### src/rtl/mux_arbitrado_if.sv
// Channel/output bundle for mux_arbitrado. i_Last (per-channel last-beat flag) is only
// present when MUX_ARBITRADO_LOCK_EN is defined.
interface mux_arbitrado_if #(
    parameter int BUS_SIZE  = 32,
    parameter int N_INPUTS  = 4,
    parameter int SEL_WIDTH = $clog2(N_INPUTS)
);
    logic                         i_Modo;
    logic [SEL_WIDTH-1:0]         i_Control;
    logic [N_INPUTS-1:0]          i_Valid;
    logic [N_INPUTS*BUS_SIZE-1:0] i_Data;
`ifdef MUX_ARBITRADO_LOCK_EN
    logic [N_INPUTS-1:0]          i_Last;
`endif
    logic                         i_Ready;
    logic [N_INPUTS-1:0]          o_Ready;
    logic                         o_Valid;
    logic [BUS_SIZE-1:0]          o_Salida;
    logic [SEL_WIDTH-1:0]         o_Grant;

`ifdef MUX_ARBITRADO_LOCK_EN
    modport master (
        output i_Modo, i_Control, i_Valid, i_Data, i_Last, i_Ready,
        input  o_Ready, o_Valid, o_Salida, o_Grant
    );
    modport slave (
        input  i_Modo, i_Control, i_Valid, i_Data, i_Last, i_Ready,
        output o_Ready, o_Valid, o_Salida, o_Grant
    );
`else
    modport master (
        output i_Modo, i_Control, i_Valid, i_Data, i_Ready,
        input  o_Ready, o_Valid, o_Salida, o_Grant
    );
    modport slave (
        input  i_Modo, i_Control, i_Valid, i_Data, i_Ready,
        output o_Ready, o_Valid, o_Salida, o_Grant
    );
`endif
endinterface

### src/rtl/mux_arbitrado.sv
// N-input mux with fixed-select or round-robin arbitration into a single registered slot.
// Define MUX_ARBITRADO_LOCK_EN to hold the grant on one channel until its i_Last beat.
module mux_arbitrado #(
    parameter int BUS_SIZE  = 32,
    parameter int N_INPUTS  = 4,
    parameter int SEL_WIDTH = $clog2(N_INPUTS)
) (
    input logic            i_Clock,
    input logic            i_Reset,
    mux_arbitrado_if.slave bus
);

    logic                 valid_q;
    logic [BUS_SIZE-1:0]  salida_q;
    logic [SEL_WIDTH-1:0] grant_q;
    logic [SEL_WIDTH-1:0] rr_ptr_q;
    logic [SEL_WIDTH-1:0] rr_ptr_d;

    logic                 acepta;
    logic                 has_win;
    logic                 transfer;
    logic                 ptr_adv;
    logic [SEL_WIDTH-1:0] win_idx;
    logic [BUS_SIZE-1:0]  win_data;

`ifdef MUX_ARBITRADO_LOCK_EN
    localparam logic [0:0] UNLOCKED = 1'b0;
    localparam logic [0:0] LOCKED   = 1'b1;

    logic [0:0]           state_q;
    logic [SEL_WIDTH-1:0] lock_idx_q;
`endif

    assign acepta = !valid_q || bus.i_Ready;

    always_comb begin : arbiter
        int                   idx;
        logic [SEL_WIDTH-1:0] cand;
        has_win = 1'b0;
        win_idx = '0;
        idx     = 0;
        cand    = '0;
`ifdef MUX_ARBITRADO_LOCK_EN
        if (state_q == LOCKED) begin
            has_win = bus.i_Valid[lock_idx_q];
            win_idx = lock_idx_q;
        end else
`endif
        if (!bus.i_Modo) begin
            if (int'(bus.i_Control) < N_INPUTS && bus.i_Valid[bus.i_Control]) begin
                has_win = 1'b1;
                win_idx = bus.i_Control;
            end
        end else begin
            // Scan offsets high to low so the hit closest to rr_ptr is the last one kept.
            for (int i = N_INPUTS - 1; i >= 0; i--) begin
                idx = int'(rr_ptr_q) + i;
                if (idx >= N_INPUTS) idx = idx - N_INPUTS;
                cand = SEL_WIDTH'(idx);
                if (bus.i_Valid[cand]) begin
                    has_win = 1'b1;
                    win_idx = cand;
                end
            end
        end
    end

    always_comb begin
        win_data    = '0;
        bus.o_Ready = '0;
        for (int k = 0; k < N_INPUTS; k++) begin
            if (win_idx == SEL_WIDTH'(k)) begin
                win_data       = bus.i_Data[k*BUS_SIZE +: BUS_SIZE];
                bus.o_Ready[k] = acepta && has_win && !i_Reset;
            end
        end
    end

    assign transfer = acepta && has_win;
    assign rr_ptr_d = (win_idx == SEL_WIDTH'(N_INPUTS - 1)) ? '0 : win_idx + SEL_WIDTH'(1);

`ifdef MUX_ARBITRADO_LOCK_EN
    // Pointer moves only when a packet completes, so a locked packet never skews fairness.
    assign ptr_adv = transfer && bus.i_Last[win_idx];

    always_ff @(posedge i_Clock or posedge i_Reset) begin
        if (i_Reset) begin
            state_q    <= UNLOCKED;
            lock_idx_q <= '0;
        end else if (transfer) begin
            if (bus.i_Last[win_idx]) begin
                state_q <= UNLOCKED;
            end else begin
                state_q    <= LOCKED;
                lock_idx_q <= win_idx;
            end
        end
    end
`else
    assign ptr_adv = transfer;
`endif

    always_ff @(posedge i_Clock or posedge i_Reset) begin
        if (i_Reset) begin
            valid_q  <= 1'b0;
            salida_q <= '0;
            grant_q  <= '0;
        end else if (acepta) begin
            valid_q <= has_win;
            if (has_win) begin
                salida_q <= win_data;
                grant_q  <= win_idx;
            end
        end
    end

    always_ff @(posedge i_Clock or posedge i_Reset) begin
        if (i_Reset) begin
            rr_ptr_q <= '0;
        end else if (ptr_adv) begin
            rr_ptr_q <= rr_ptr_d;
        end
    end

    assign bus.o_Valid  = valid_q;
    assign bus.o_Salida = salida_q;
    assign bus.o_Grant  = grant_q;

endmodule
### src/flat_wrapper.sv
// flat-port wrapper written by rule: the top's interface ports become plain ports
module mux_arbitrado_flat 
#(
    parameter int BUS_SIZE  = 32,
    parameter int N_INPUTS  = 4,
    parameter int SEL_WIDTH = $clog2(N_INPUTS)
)
  (i_Clock, i_Reset, bus_i_Modo, bus_i_Control, bus_i_Valid, bus_i_Data, bus_i_Ready, bus_o_Ready, bus_o_Valid, bus_o_Salida, bus_o_Grant);
  mux_arbitrado_if #(.BUS_SIZE(BUS_SIZE), .N_INPUTS(N_INPUTS), .SEL_WIDTH(SEL_WIDTH)) bus_i ();
  input logic i_Clock;
  input logic i_Reset;
  input wire logic [$bits(bus_i.i_Modo)-1:0] bus_i_Modo;
  input wire logic [$bits(bus_i.i_Control)-1:0] bus_i_Control;
  input wire logic [$bits(bus_i.i_Valid)-1:0] bus_i_Valid;
  input wire logic [$bits(bus_i.i_Data)-1:0] bus_i_Data;
  input wire logic [$bits(bus_i.i_Ready)-1:0] bus_i_Ready;
  output wire logic [$bits(bus_i.o_Ready)-1:0] bus_o_Ready;
  output wire logic [$bits(bus_i.o_Valid)-1:0] bus_o_Valid;
  output wire logic [$bits(bus_i.o_Salida)-1:0] bus_o_Salida;
  output wire logic [$bits(bus_i.o_Grant)-1:0] bus_o_Grant;
  assign bus_i.i_Modo = bus_i_Modo;
  assign bus_i.i_Control = bus_i_Control;
  assign bus_i.i_Valid = bus_i_Valid;
  assign bus_i.i_Data = bus_i_Data;
  assign bus_i.i_Ready = bus_i_Ready;
  assign bus_o_Ready = bus_i.o_Ready;
  assign bus_o_Valid = bus_i.o_Valid;
  assign bus_o_Salida = bus_i.o_Salida;
  assign bus_o_Grant = bus_i.o_Grant;
  mux_arbitrado #(.BUS_SIZE(BUS_SIZE), .N_INPUTS(N_INPUTS), .SEL_WIDTH(SEL_WIDTH)) u_core (.i_Clock(i_Clock), .i_Reset(i_Reset), .bus(bus_i));
endmodule
### config.mk
export PLATFORM = sky130hd
export DESIGN_NAME = mux_arbitrado_flat
export DESIGN_NICKNAME = d
export VERILOG_FILES = /design/src/rtl/mux_arbitrado_if.sv /design/src/rtl/mux_arbitrado.sv /design/src/flat_wrapper.sv
export SDC_FILE = /design/constraint.sdc
export NUM_CORES = 1
export LEC_CHECK = 0
export CAP_MARGIN = 10
export CORE_UTILIZATION = 38
export CTS_CLUSTER_SIZE = 16
export DETAILED_ROUTE_END_ITERATION = 7
export PLACE_DENSITY_LB_ADDON = 0.08
export REMOVE_ABC_BUFFERS = 1
export SKIP_CTS_REPAIR_TIMING = 1
export SYNTH_ARGS = -nofsm -noshare
export SYNTH_HDL_FRONTEND = slang
export SYNTH_SLANG_ARGS = --single-unit
### constraint.sdc
create_clock -name i_Clock -period 4.05 [get_ports i_Clock]
set_input_delay 0.81 -clock i_Clock [delete_from_list [all_inputs] [get_ports i_Clock]]
set_output_delay 0.81 -clock i_Clock [all_outputs]
set_load 0.03 [all_outputs]
==> impl_metrics.py, run 1 <==
metrics = {
    "logic_synthesis": {
        "synth_cell_type_count": 31,
        "synthCells": 272,
        "syn_avg_cell_area_um2": 10.2,
        "synth_ff_type": "dfrtp_1",
        "synth_edf_count": 0,
        "synth_top_family_by_area": "compound AO/OA/AOI/OAI gates",
        "ys_seq_area_share_pct": 33.4,
        "ys_top_cells_by_area": "dfrtp_1 33%, mux2_4 18%, a221oi_1 9.8%",
        "synth-compound-area-share_pct": 23.1,
        "ys_ff_latch": 37,
        "synth-async-reset-ratio_pct": 100,
        "synth_xor_area_share_pct": 0,
        "yosys.area_share.simple_pct": 15.7,
        "yosys.area.top_type": "dfrtp_1",
        "synth_adder_area_share_pct": 1.80,
        "synth_top_cell_area_share_pct": 33.4,
        "synth_area_um2": 2770,
        "yosys_warnings": 0,
        "muxShareOfSynthArea_pct": 19.5,
    },
    "route": {
        "wl_per_cell_um": 16.0,
        "drtAntennaViolNets": 0,
        "drc": 0,
        "dr.pass1.iters": 4,
        "drt_iter0_markers": 96,
        "viasPerCell": 5.24,
        "num_vias": 2821,
        "drt-total-wl_mm": 8.61,
    },
    "global_routing": {
        "gr-max-usage-layer": "met2",
        "grt_usage_pct": 22.4,
        "grt_start_max_net_pins": 65,
        "grt_pass1_vias": 2912,
        "grt_antenna_before_repair": 0,
        "grt.overflow.total": 0,
        "use_met2_pct": 42.8,
        "grt_pass1_wl_mm": 13.4,
        "grt_util_met1_pct": 25.4,
        "grtUsageMet3_pct": 4.74,
    },
    "finish": {
        "fin_util_pct": 67.7,
        "layout.nets": 584,
        "num_antenna_cells": 0,
        "syn2layout_area_growth_pct": 68.7,
        "final_area_um2": 4680,
        "drive_gt1_share_pct": 14.9,
        "fill_cells": 577,
    },
    "worst_setup_path": {
        "startpoint_type": "input port",
        "crit_top_cell": "buf_4",
        "cp.required_ns": 3.24,
        "cp_slowest_cell": "clkdlybuf4s50_1",
        "endpoint_kind": "output pin",
        "cpPeakStageDelay_ns": 0.52,
        "r2r_cells": 10,
        "rrSetupSlack_ns": 0.92,
        "cp_top_family": "buffers and inverters",
        "worstSetupPathType": "input port to output pin",
        "cp_max_fo": 34,
        "reg2reg_from": "u_core.rr_ptr_q[1]",
        "path_cells": "clkdlybuf4s50_1 > a31oi_1 > o21ai_0 > o2111ai_1 > and2_1 > ha_1 > buf_4 > and3_1 > buf_4",
        "cp.buffers_inverters": 3,
        "reg2reg_to": "u_core.bus.o_Salida[5]",
        "crit_arrival_ns": 3.00,
    },
    "power": {
        "p_leak_nw": 1.89,
        "p_per_area_nw_per_um2": 536,
        "vdd_ir_drop_max_uv": 239,
    },
    "sta": {
        "finalSetupViolCount": 0,
        "finClkSkew_ns": 0.00810,
        "maxSlewHeadroom_pct": 41.2,
        "period_needed_ns": 3.81,
        "slew_viol_final": 0,
        "tightestPinTransition_ns": 0.879,
        "timing.fmax_ghz": 0.263,
        "finalHoldViolCount": 0,
        "grt_setup_unrepaired": "no",
        "period_share_pct": 94.0,
    },
    "floorplanning": {
        "start_util_pct": 40.2,
        "die_w_um": 87.4,
        "rows": 30,
        "coreArea_um2": 6910,
        "die_area_um2": 7650,
        "fp.dieH_um": 87.4,
        "io-pin-count": 177,
    },
    "clock_tree": {
        "cts_tree": "yes",
        "clockBufferDepth": 2,
        "cts_sinks": 37,
        "cts_buffers": 5,
        "insertion_delay_ns": 0.28,
        "clk_pin_slew_ns": 0.07,
        "root_buffer": "clkbuf_8",
        "htreeDepth": 2,
    },
    "outcome": {
        "status": "completed",
    },
    "place": {
        "io_buffers": 176,
        "dp_hpwl_mm": 6.49,
        "gp_congestion": 0.727,
        "dpl-instance-area_um2": 4590,
    },
    "hold_path": {
        "whs_path_depth": 1,
        "hp-start": "u_core.bus.o_Salida[6]",
        "worstHoldPathType": "flip-flop to flip-flop",
        "worst_hold_path.endpoint": "u_core.bus.o_Salida[6]",
    },
    "job": {
        "drv_cap": 0,
    },
}
## report_power, final
part | leakage, nW | total [mW] | switching [mW] | internal [mW]
Sequential | 0.450 | 0.651 | 0.112 | 0.538
Clock | 0.0443 | 0.254 | 0.119 | 0.135
Combinational | 1.39 | 1.60 | 0.769 | 0.832
Total | 1.89 | 2.51 | 1.00 | 1.51
## placed cells by master (no fill, tap or decap), drive strengths merged
master / n
nor2b: 33
dfrtp: 37
ha: 4
or2: 2
a221oi: 31
a21oi: 7
and3: 4
o2111ai: 1
clkdlybuf4s50: 172
nand2: 34
nand2b: 4
mux2i: 3
inv: 3
clkbuf: 7
mux2: 34
clkinv: 1
a22o: 1
and2: 3
o22ai: 1
or2b: 1
a2bb2oi: 1
o41ai: 1
o21ai: 2
o221ai: 2
o31ai: 31
buf: 18
a31oi: 2
o21bai: 1
nand4b: 1
## logic make-up (layout without fill, tap and decap cells)
group,Yosys count,count (layout)
adder cells (fa/ha/maj),4,4
AND/OR/NAND/NOR,82,82
buffers and inverters,31,201
flip-flops,37,37
AO/OA/AOI/OAI,81,81
multiplexers,37,37
## area by class of cell
class                      count  area, µm²  share of cell area [%]
clock buffer                   7       86.3                    1.85
inverter                       4       15.0                   0.321
multi-input combinational    204       1670                    35.8
sequential                    37        926                    19.8
tap                           96        120                    2.57
timing repair buffer         190       1860                    39.7
## registers in the layout (all words and copies together) (netlist names)
signal / cells
u_core.bus.o_Grant: 2
u_core.bus.o_Salida: 32
u_core.bus.o_Valid: 1
u_core.rr_ptr_q: 2
## routing by layer
metal | wire length [µm] | part of all wire, %
met1 | 3430 | 40
met2 | 4430 | 51
met3 | 631 | 7.3
met4 | 114 | 1.3
met5 | 0 | 0
## how the worst max path moves through the flow
stage	to	start	cells past startpoint	slack [ns]
after global routing	u_core.bus.o_Salida[22]	bus_i_Control[0]	11	0.06
after CTS	bus_o_Ready[1]	bus_i_Valid[0]	9	0.23
after global placement	u_core.bus.o_Salida[17]	bus_i_Valid[1]	11	0.03
after floorplan	bus_o_Ready[3]	bus_i_Modo	6	0.15
final	bus_o_Ready[1]	bus_i_Valid[0]	9	0.24
after detailed placement	u_core.bus.o_Salida[5]	bus_i_Valid[1]	11	-0.01
## cell usage after synthesis (2+ instances only)
cell	n
a21oi_1	7
a221oi_1	31
a31oi_1	2
and2_1	2
and3_1	4
buf_12	3
buf_6	2
clkbuf_1	21
dfrtp_1	37
ha_1	4
inv_1	4
mux2_4	34
mux2i_1	3
nand2_1	34
nand2b_1	4
nor2b_1	33
o21ai_0	2
o31ai_1	31
or2_2	2
## stage by stage
step / power (mW) / std cells / hold WS, ns / setup slack [ns] / TNS [ns]
6_report: 2.51 / 538 / 0.510 / 0.242 / 0
5_1_grt: 2.65 / 538 / 0.524 / 0.0568 / 0
4_1_cts: 2.53 / 538 / 0.513 / 0.233 / 0
3_5_place_dp: 2.26 / 531 / 0.495 / -0.0141 / -0.0374
3_3_place_gp: 2.24 / 531 / 0.491 / 0.0325 / 0
2_1_floorplan: 1.61 / 245 / 0.570 / 0.145 / 0
Note: power is estimated with default switching activity, not from simulation.
==> run 2: changes to the inputs <==
--- a/config.mk
+++ b/config.mk
@@ -7,6 +7,7 @@
 export LEC_CHECK = 0
 export CAP_MARGIN = 10
 export CORE_UTILIZATION = 38
+export CTS_BUF_LIST = sky130_fd_sc_hd__clkbuf_4 sky130_fd_sc_hd__clkbuf_8 sky130_fd_sc_hd__clkbuf_16
 export CTS_CLUSTER_SIZE = 16
 export DETAILED_ROUTE_END_ITERATION = 7
 export PLACE_DENSITY_LB_ADDON = 0.08
==> impl_metrics.py, run 2 (synthesis gave the netlist of run 1 again) <==
metrics = {
    "outcome": {
        "status": "completed",
    },
    "sta": {
        "finalSetupViolCount": 0,
        "slew_viol_final": 0,
        "period_share_pct": 94.0,
        "finalHoldViolCount": 0,
        "grt_setup_unrepaired": "no",
        "period_needed_ns": 3.81,
        "tightestPinTransition_ns": 0.880,
        "finClkSkew_ns": 0.00703,
        "timing.fmax_ghz": 0.263,
        "maxSlewHeadroom_pct": 41.1,
    },
    "worst_setup_path": {
        "reg2reg_from": "u_core.rr_ptr_q[1]",
        "cp_max_fo": 34,
        "crit_arrival_ns": 3.00,
        "r2r_cells": 10,
        "crit_top_cell": "buf_4",
        "startpoint_type": "input port",
        "cp.required_ns": 3.24,
        "cp_slowest_cell": "clkdlybuf4s50_1",
        "endpoint_kind": "output pin",
        "cpPeakStageDelay_ns": 0.52,
        "worstSetupPathType": "input port to output pin",
        "path_cells": "clkdlybuf4s50_1 > a31oi_1 > o21ai_0 > o2111ai_1 > and2_1 > ha_1 > buf_4 > and3_1 > buf_4",
        "cp-startpoint": "bus_i_Valid[0]",
    },
    "global_routing": {
        "grt_pass1_wl_mm": 13.4,
        "grt_pass1_vias": 2909,
        "grt_start_max_net_pins": 65,
        "grt_usage_pct": 22.4,
        "grt_antenna_before_repair": 0,
        "grt.overflow.total": 0,
    },
    "place": {
        "io_buffers": 176,
        "gp_congestion": 0.727,
        "dp_hpwl_mm": 6.49,
        "placed_cells": 531,
    },
    "route": {
        "viasPerCell": 5.25,
        "drt_iter0_markers": 100,
        "drc": 0,
        "drt-total-wl_mm": 8.55,
        "drtAntennaViolNets": 0,
        "num_vias": 2824,
        "dr.pass1.iters": 4,
        "wl_per_cell_um": 15.9,
    },
    "floorplanning": {
        "rows": 30,
        "start_util_pct": 40.2,
        "io-pin-count": 177,
        "coreArea_um2": 6910,
        "die_w_um": 87.4,
        "die_area_um2": 7650,
        "fp.dieH_um": 87.4,
    },
    "finish": {
        "largest_register_ff_count": 32,
        "mostFrequentLayoutCell": "clkdlybuf4s50_1",
        "drive_gt1_share_pct": 15.2,
        "layout.nets": 584,
        "final_cell_mix": "172 x clkdlybuf4s50_1, 37 x dfrtp_1, 34 x nand2_1, 34 x mux2_4, 32 x nor2b_1",
        "syn2layout_area_growth_pct": 68.8,
        "stdcell_count": 538,
        "num_antenna_cells": 0,
    },
    "job": {
        "drv_cap": 0,
    },
    "power": {
        "vdd_ir_drop_max_uv": 239,
        "power_switching_uw": 999,
        "netSwitchingFraction_pct": 39.8,
        "cell_internal_pwr_mw": 1.51,
        "p_per_area_nw_per_um2": 536,
        "p_clk_share_pct": 10.4,
        "p_leak_nw": 1.89,
        "p_seq_share_pct": 25.9,
        "power_frac_comb_pct": 63.7,
        "total_power_mw": 2.51,
    },
    "hold_path": {
        "hp-start": "u_core.bus.o_Salida[6]",
        "worstHoldPathType": "flip-flop to flip-flop",
        "whs_path_depth": 1,
    },
    "clock_tree": {
        "cts_tree": "yes",
        "clk_pin_slew_ns": 0.06,
        "cts_sinks": 37,
        "clockBufferDepth": 2,
        "htreeDepth": 2,
        "root_buffer": "clkbuf_8",
        "insertion_delay_ns": 0.28,
        "cts_buffers": 5,
    },
}
run 2: changes by cell type in the layout (fill, tap and decap cells not counted):
cell	change
clkbuf_1	-1
clkbuf_4	+1
run 2: layout make-up:
class                           count  area (µm²)
Clock buffer                        7        90.1
Sequential cell                    37         926
Tap cell                           96         120
Fill cell                         574        2220
Multi-Input combinational cell    204        1670
Inverter                            4        15.0
Timing Repair Buffer              190        1860
run 2: power by group through the flow:
stage	clock network, mW	logic, mW	registers (mW)
CTS	0.267	1.61	0.653
global route	0.283	1.70	0.672
global placement	0	1.59	0.650
detailed placement	0	1.61	0.651
finish	0.260	1.60	0.651
floorplan	0	0.649	0.959
run 2: routing by layer:
layer	track usage [%]	part of all wire, %
met5	0	0
met4	5.07	1.3
met1	25.3	40
met3	4.74	7.3
met2	42.7	51
run 2: through the flow:
step           hold WS [ns]  utilization [%]  area (µm²)  worst slack (ns)  setup TNS [ns]
2_1_floorplan         0.570                -        2610             0.145               0
3_3_place_gp          0.491             66.5        4590            0.0325               0
3_5_place_dp          0.495             66.5        4590           -0.0141         -0.0374
4_1_cts               0.513             67.8        4680             0.233               0
5_1_grt               0.523             67.8        4680            0.0568               0
6_report              0.511             67.8        4680             0.244               0
run 2: worst paths after layout:
| kind | end | slack (ns) |
|---|---|---|
| setup reg to reg | u_core.bus.o_Salida[27] | 0.91 |
| setup / recovery | bus_o_Ready[1] | 0.24 |
| max in group asynchronous | u_core.bus.o_Salida[6] | 2.70 |
| min in group asynchronous | u_core.bus.o_Salida[14] | 0.77 |
| hold / removal | u_core.bus.o_Salida[6] | 0.51 |
| hold reg to reg | u_core.bus.o_Salida[6] | 0.51 |
run 2: critical path: cells and delay by family:
family                   cells  cell delay [ns]
AO/OA/AOI/OAI                3             0.54
adder cells (fa/ha/maj)      1             0.19
buffers and inverters        3             1.05
AND/OR/NAND/NOR              2             0.41
==> run 3: changes to the inputs <==
--- a/config.mk
+++ b/config.mk
@@ -10,7 +10,8 @@
 export CTS_BUF_LIST = sky130_fd_sc_hd__clkbuf_4 sky130_fd_sc_hd__clkbuf_8 sky130_fd_sc_hd__clkbuf_16
 export CTS_CLUSTER_SIZE = 16
 export DETAILED_ROUTE_END_ITERATION = 7
-export PLACE_DENSITY_LB_ADDON = 0.08
+export HOLD_SLACK_MARGIN = 0.02
+export PLACE_DENSITY = 0.83
 export REMOVE_ABC_BUFFERS = 1
 export SKIP_CTS_REPAIR_TIMING = 1
 export SYNTH_ARGS = -nofsm -noshare
==> impl_metrics.py, run 3 (synthesis gave the netlist of run 1 again) <==
metrics = {
    "outcome": {
        "status": "completed",
    },
    "clock_tree": {
        "clk_pin_slew_ns": 0.07,
        "htreeDepth": 2,
        "cts_sinks": 37,
        "cts_buffers": 5,
        "root_buffer": "clkbuf_8",
        "clockBufferDepth": 2,
        "insertion_delay_ns": 0.28,
        "cts_tree": "yes",
    },
    "worst_setup_path": {
        "crit_arrival_ns": 3.07,
        "endpoint": "bus_o_Ready[1]",
        "cp.required_ns": 3.24,
        "cp_max_fo": 34,
        "r2r_cells": 10,
        "startpoint_type": "input port",
        "rrSetupSlack_ns": 1.10,
        "endpoint_kind": "output pin",
        "worstSetupPathType": "input port to output pin",
        "reg2reg_from": "u_core.rr_ptr_q[1]",
        "reg2reg_to": "u_core.bus.o_Salida[18]",
        "cp-startpoint": "bus_i_Valid[0]",
    },
    "route": {
        "drt_iter0_markers": 93,
        "dr.pass1.iters": 4,
        "wl_per_cell_um": 16.1,
        "drt-total-wl_mm": 8.73,
        "num_vias": 2845,
        "viasPerCell": 5.24,
        "drc": 0,
        "drtAntennaViolNets": 0,
    },
    "hold_path": {
        "whs_path_depth": 1,
        "worstHoldPathType": "flip-flop to flip-flop",
    },
    "sta": {
        "finalHoldViolCount": 0,
        "timing.fmax_ghz": 0.258,
        "period_share_pct": 95.8,
        "finalSetupViolCount": 0,
        "period_needed_ns": 3.88,
        "slew_viol_final": 0,
        "tightestPinTransition_ns": 0.674,
        "finalWorstSetupSlack_ns": 0.169,
        "finalSetupTns_ns": 0,
        "grt_setup_unrepaired": "no",
        "maxSlewHeadroom_pct": 55.0,
        "finClkSkew_ns": 0.00275,
    },
    "global_routing": {
        "grt_antenna_before_repair": 0,
        "grt_start_max_net_pins": 65,
        "grt.overflow.total": 0,
        "grt_usage_pct": 22.4,
        "grt_pass1_vias": 2782,
        "grt_pass1_wl_mm": 13.4,
    },
    "finish": {
        "drive_gt1_share_pct": 16.1,
        "fin_util_pct": 68.7,
        "fill_cells": 560,
        "syn2layout_area_growth_pct": 71.1,
        "mostFrequentLayoutCell": "clkdlybuf4s50_1",
        "layout.nets": 588,
        "final_cell_mix": "172 x clkdlybuf4s50_1, 37 x dfrtp_1, 34 x nand2_1, 34 x mux2_4, 32 x nor2b_1",
        "num_antenna_cells": 0,
        "largest_register_ff_count": 32,
    },
    "place": {
        "pre_cts_slack_ns": -0.157,
        "io_buffers": 176,
        "gp_congestion": 0.757,
        "dp_hpwl_mm": 6.55,
    },
    "power": {
        "total_power_mw": 2.59,
        "vdd_ir_drop_max_uv": 276,
        "p_leak_nw": 1.93,
        "p_per_area_nw_per_um2": 546,
    },
    "floorplanning": {
        "io-pin-count": 177,
        "rows": 30,
        "die_w_um": 87.4,
        "fp.dieH_um": 87.4,
        "start_util_pct": 40.2,
        "coreArea_um2": 6910,
        "die_area_um2": 7650,
    },
    "job": {
        "drv_cap": 0,
    },
}
[run 3: changes by cell type in the layout (fill, tap and decap cells not counted)]
cell       before  now
buf_4          18   22
nor2b_4         0    1
nor2b_2         1    0
bufinv_16       0    1
[run 3: where the power goes]
part	internal, mW	switching [mW]	total (mW)
combinational	0.835	0.776	1.61
sequential	0.538	0.110	0.648
clock	0.207	0.125	0.333
total	1.58	1.01	2.59
[run 3: worst max-delay path, stage by stage]
cell,delay [ns]
clkdlybuf4s50_1,0.49
a31oi_1,0.18
o21ai_0,0.09
o2111ai_1,0.29
and2_1,0.21
ha_1,0.22
buf_4,0.38
and3_1,0.22
buf_4,0.16
[run 3: worst min-delay path by stage]
stage,from,end,slack (ns)
finish,u_core.bus.o_Salida[8],u_core.bus.o_Salida[8],0.51
global route,u_core.bus.o_Salida[13],u_core.bus.o_Salida[13],0.52
CTS,u_core.bus.o_Salida[8],u_core.bus.o_Salida[8],0.51
detailed placement,u_core.bus.o_Salida[8],u_core.bus.o_Salida[8],0.49
global placement,u_core.bus.o_Salida[21],u_core.bus.o_Salida[21],0.49
floorplan,u_core.rr_ptr_q[0],u_core.rr_ptr_q[0],0.57
[run 3: layer usage]
metal / global-route usage, % / wire length (µm)
met5: 0 / 0
met4: 3.73 / 45
met3: 4.93 / 683
met2: 41.5 / 4500
met1: 26.8 / 3510
[run 3: layout make-up]
type	instances	area, µm²	share of cell area (%)
clock buffers	7	90.1	1.90
well taps	96	120	2.53
clock inverters	1	30.0	0.633
repair buffers	194	1890	39.7
flip-flops and latches	37	926	19.5
inverters	4	15.0	0.316
multi-input cells	204	1680	35.4
[run 3: per-stage QoR]
stage	hold slack (ns)	cell area, µm²	cells
after floorplan	0.570	2610	245
after global placement	0.491	4620	535
after detailed placement	0.495	4620	535
after CTS	0.511	4740	543
after global routing	0.524	4750	543
final	0.507	4750	543
==> RTL change, RTL diff (flow settings as in run 2) <==
`N_INPUTS` is set to 4 in 3 places; all go to 2.
--- a/src/rtl/mux_arbitrado_if.sv
+++ b/src/rtl/mux_arbitrado_if.sv
@@ -2,7 +2,7 @@
 // present when MUX_ARBITRADO_LOCK_EN is defined.
 interface mux_arbitrado_if #(
     parameter int BUS_SIZE  = 32,
-    parameter int N_INPUTS  = 4,
+    parameter int N_INPUTS  = 2,
     parameter int SEL_WIDTH = $clog2(N_INPUTS)
 );
     logic                         i_Modo;
--- a/src/rtl/mux_arbitrado.sv
+++ b/src/rtl/mux_arbitrado.sv
@@ -2,7 +2,7 @@
 // Define MUX_ARBITRADO_LOCK_EN to hold the grant on one channel until its i_Last beat.
 module mux_arbitrado #(
     parameter int BUS_SIZE  = 32,
-    parameter int N_INPUTS  = 4,
+    parameter int N_INPUTS  = 2,
     parameter int SEL_WIDTH = $clog2(N_INPUTS)
 ) (
     input logic            i_Clock,
--- a/src/flat_wrapper.sv
+++ b/src/flat_wrapper.sv
@@ -2,7 +2,7 @@
 module mux_arbitrado_flat 
 #(
     parameter int BUS_SIZE  = 32,
-    parameter int N_INPUTS  = 4,
+    parameter int N_INPUTS  = 2,
     parameter int SEL_WIDTH = $clog2(N_INPUTS)
 )
   (i_Clock, i_Reset, bus_i_Modo, bus_i_Control, bus_i_Valid, bus_i_Data, bus_i_Ready, bus_o_Ready, bus_o_Valid, bus_o_Salida, bus_o_Grant);
Ports: changed (5 resized); port bits go from 177 to 107. The function was not compared with the original's and may differ.
==> RTL change against run 2 <==
  * The flow now finishes with violations (design-rule violations)
  * Sequential power shrank 29%
  * Power fell by 47%
  * Worst hold slack worse by 3.6 ps
  * Routed wire length decreased by 50%
  * Register-to-register slack better by 1400 ps
  * Sequential share of layout area increased by 9.5 points
  * Count of clock-buffer cells in the layout shrank 1
  * Design area decreased by 36%
  * Via count down 51%
  * Setup slack improved by 740 ps
  * Sequential cell count decreased by 2
  * Area after synthesis decreased by 36%
  * Clock skew increased by 0.75 ps
  * Non-clock buffer count down 80
  * Critical endpoint is now bus_o_Ready[0]
  * Largest power group unchanged
==> RTL change: results <==
group,metric,value,unit
routing,route.detailed.drc,18,
logic_synthesis,synth-main-ff-cell,"dfrtp_1",
grt,grt_pass1_wl,6930,um
worst_setup_path,worstPathArrival,2250,ps
logic_synthesis,synth.area.top_cells,"dfrtp_1, mux2_2, buf_6",
placement,hpwl,3210,um
placement,gp_congestion,0.757,
finish,n_all_buffers,110,
placement,dp_slack,978,ps
finish,clkCellAreaFrac,3.94,%
finish,inverters,2,
logic_synthesis,synth.avg_cell_area,15.0,um^2
pwr,ir_drop,0.268,mV
logic_synthesis,synth.distinct_cells,17,
routing,drtIter0Drc,38,
sta,fin_skew,7.78,ps
finish,fillers,335,
placement,io_buffers,106,
sta,relSlewSlack,69.9,%
routing,via_per_inst,4.85,
outcome,violations,"design-rule violations",
finish,drive_above_1_share,33.3,%
pwr,p_int,0.902,mW
outcome,status,"finished with violations",
pwr,p_leak,1.20,nW
worst_setup_path,worstPathMaxFanout,4,
grt,grt_max_degree,36,
sta,hold_slack,507,ps
finish,final-nonclk-buf-share,36.3,%
finish,syn_to_final_growth,67.2,%
clock_tree,clock_path_buffers,2,
finish,nClkBuffers,6,
clock_tree,clock-sinks,35,
finish,stdcell_count,283,
finish,multi_input_area,836,um^2
finish,multi_input_area_share,28.0,%
finish,seq-cell-share,29.3,%
worst_setup_path,r2r_slack,2280,ps
grt,grt_pass1_vias,1464,
routing,first_pass_iters,6,
placement,post_dp_cell_area,2870,um^2
logic_synthesis,synth_top_area_share,49.0,%
finish,multi_input_cells,76,
grt,grt.total_usage,18.2,%
routing,post_drt_wl_per_cell,15.0,um
logic_synthesis,ys_seq_area_share,49.0,%
finish,num-nets-final,301,
logic_synthesis,synth_commonest_cells,"mux2_2, dfrtp_1, buf_6, mux2_1, inv_1",
sta,layout_setup_ws,986,ps
grt,antenna_found_initial,0,
RTL change: cell families (layout without fill, tap and decap cells):
kind of cell / count (synthesis) / after routing / share of synthesized area (%)
compound gates: 4 / 4 / 2.38
buf+inv: 8 / 120 / 4.20
flops: 35 / 35 / 49.0
mux: 66 / 66 / 41.7
simple gates: 6 / 6 / 2.66
RTL change: metal layers:
layer,share of wire (%),routed length [um],global-route usage (%)
met3,9.9,419,6.55
met1,41,1730,21.1
met2,47,1990,31.0
met4,2.2,95,6.89
met5,0,0,0
RTL change: worst max-delay path, stage by stage:
cell and delay, ps:
clkdlybuf4s50_1 580, nand2b_1 150, a21oi_2 80, nor3_4 230, nor3b_1 210, buf_4 190
RTL change: final timing paths:
kind | endpoint | start | cells past startpoint
min in group asynchronous | u_core.bus.o_Salida[30]$_DFFE_PP0P_ | i_Reset | 3
max | bus_o_Ready[0] | bus_i_Modo | 6
min | u_core.bus.o_Salida[10]$_DFFE_PP0P_ | u_core.bus.o_Salida[10]$_DFFE_PP0P_ | 1
max in group asynchronous | u_core.bus.o_Salida[3]$_DFFE_PP0P_ | i_Reset | 3
max reg2reg | u_core.bus.o_Salida[22]$_DFFE_PP0P_ | u_core.bus.o_Valid$_DFFE_PP0P_ | 4
min reg2reg | u_core.bus.o_Salida[10]$_DFFE_PP0P_ | u_core.bus.o_Salida[10]$_DFFE_PP0P_ | 1
RTL change: power groups by stage:
| stage | registers [mW] | clock network [mW] | logic [mW] |
|---|---|---|---|
| 3_5_place_dp | 0.469 | 0 | 0.542 |
| 5_1_grt | 0.471 | 0.349 | 0.565 |
| 3_3_place_gp | 0.462 | 0 | 0.532 |
| 6_report | 0.461 | 0.322 | 0.536 |
| 4_1_cts | 0.462 | 0.332 | 0.543 |
| 2_1_floorplan | 0.612 | 0 | 0.141 |
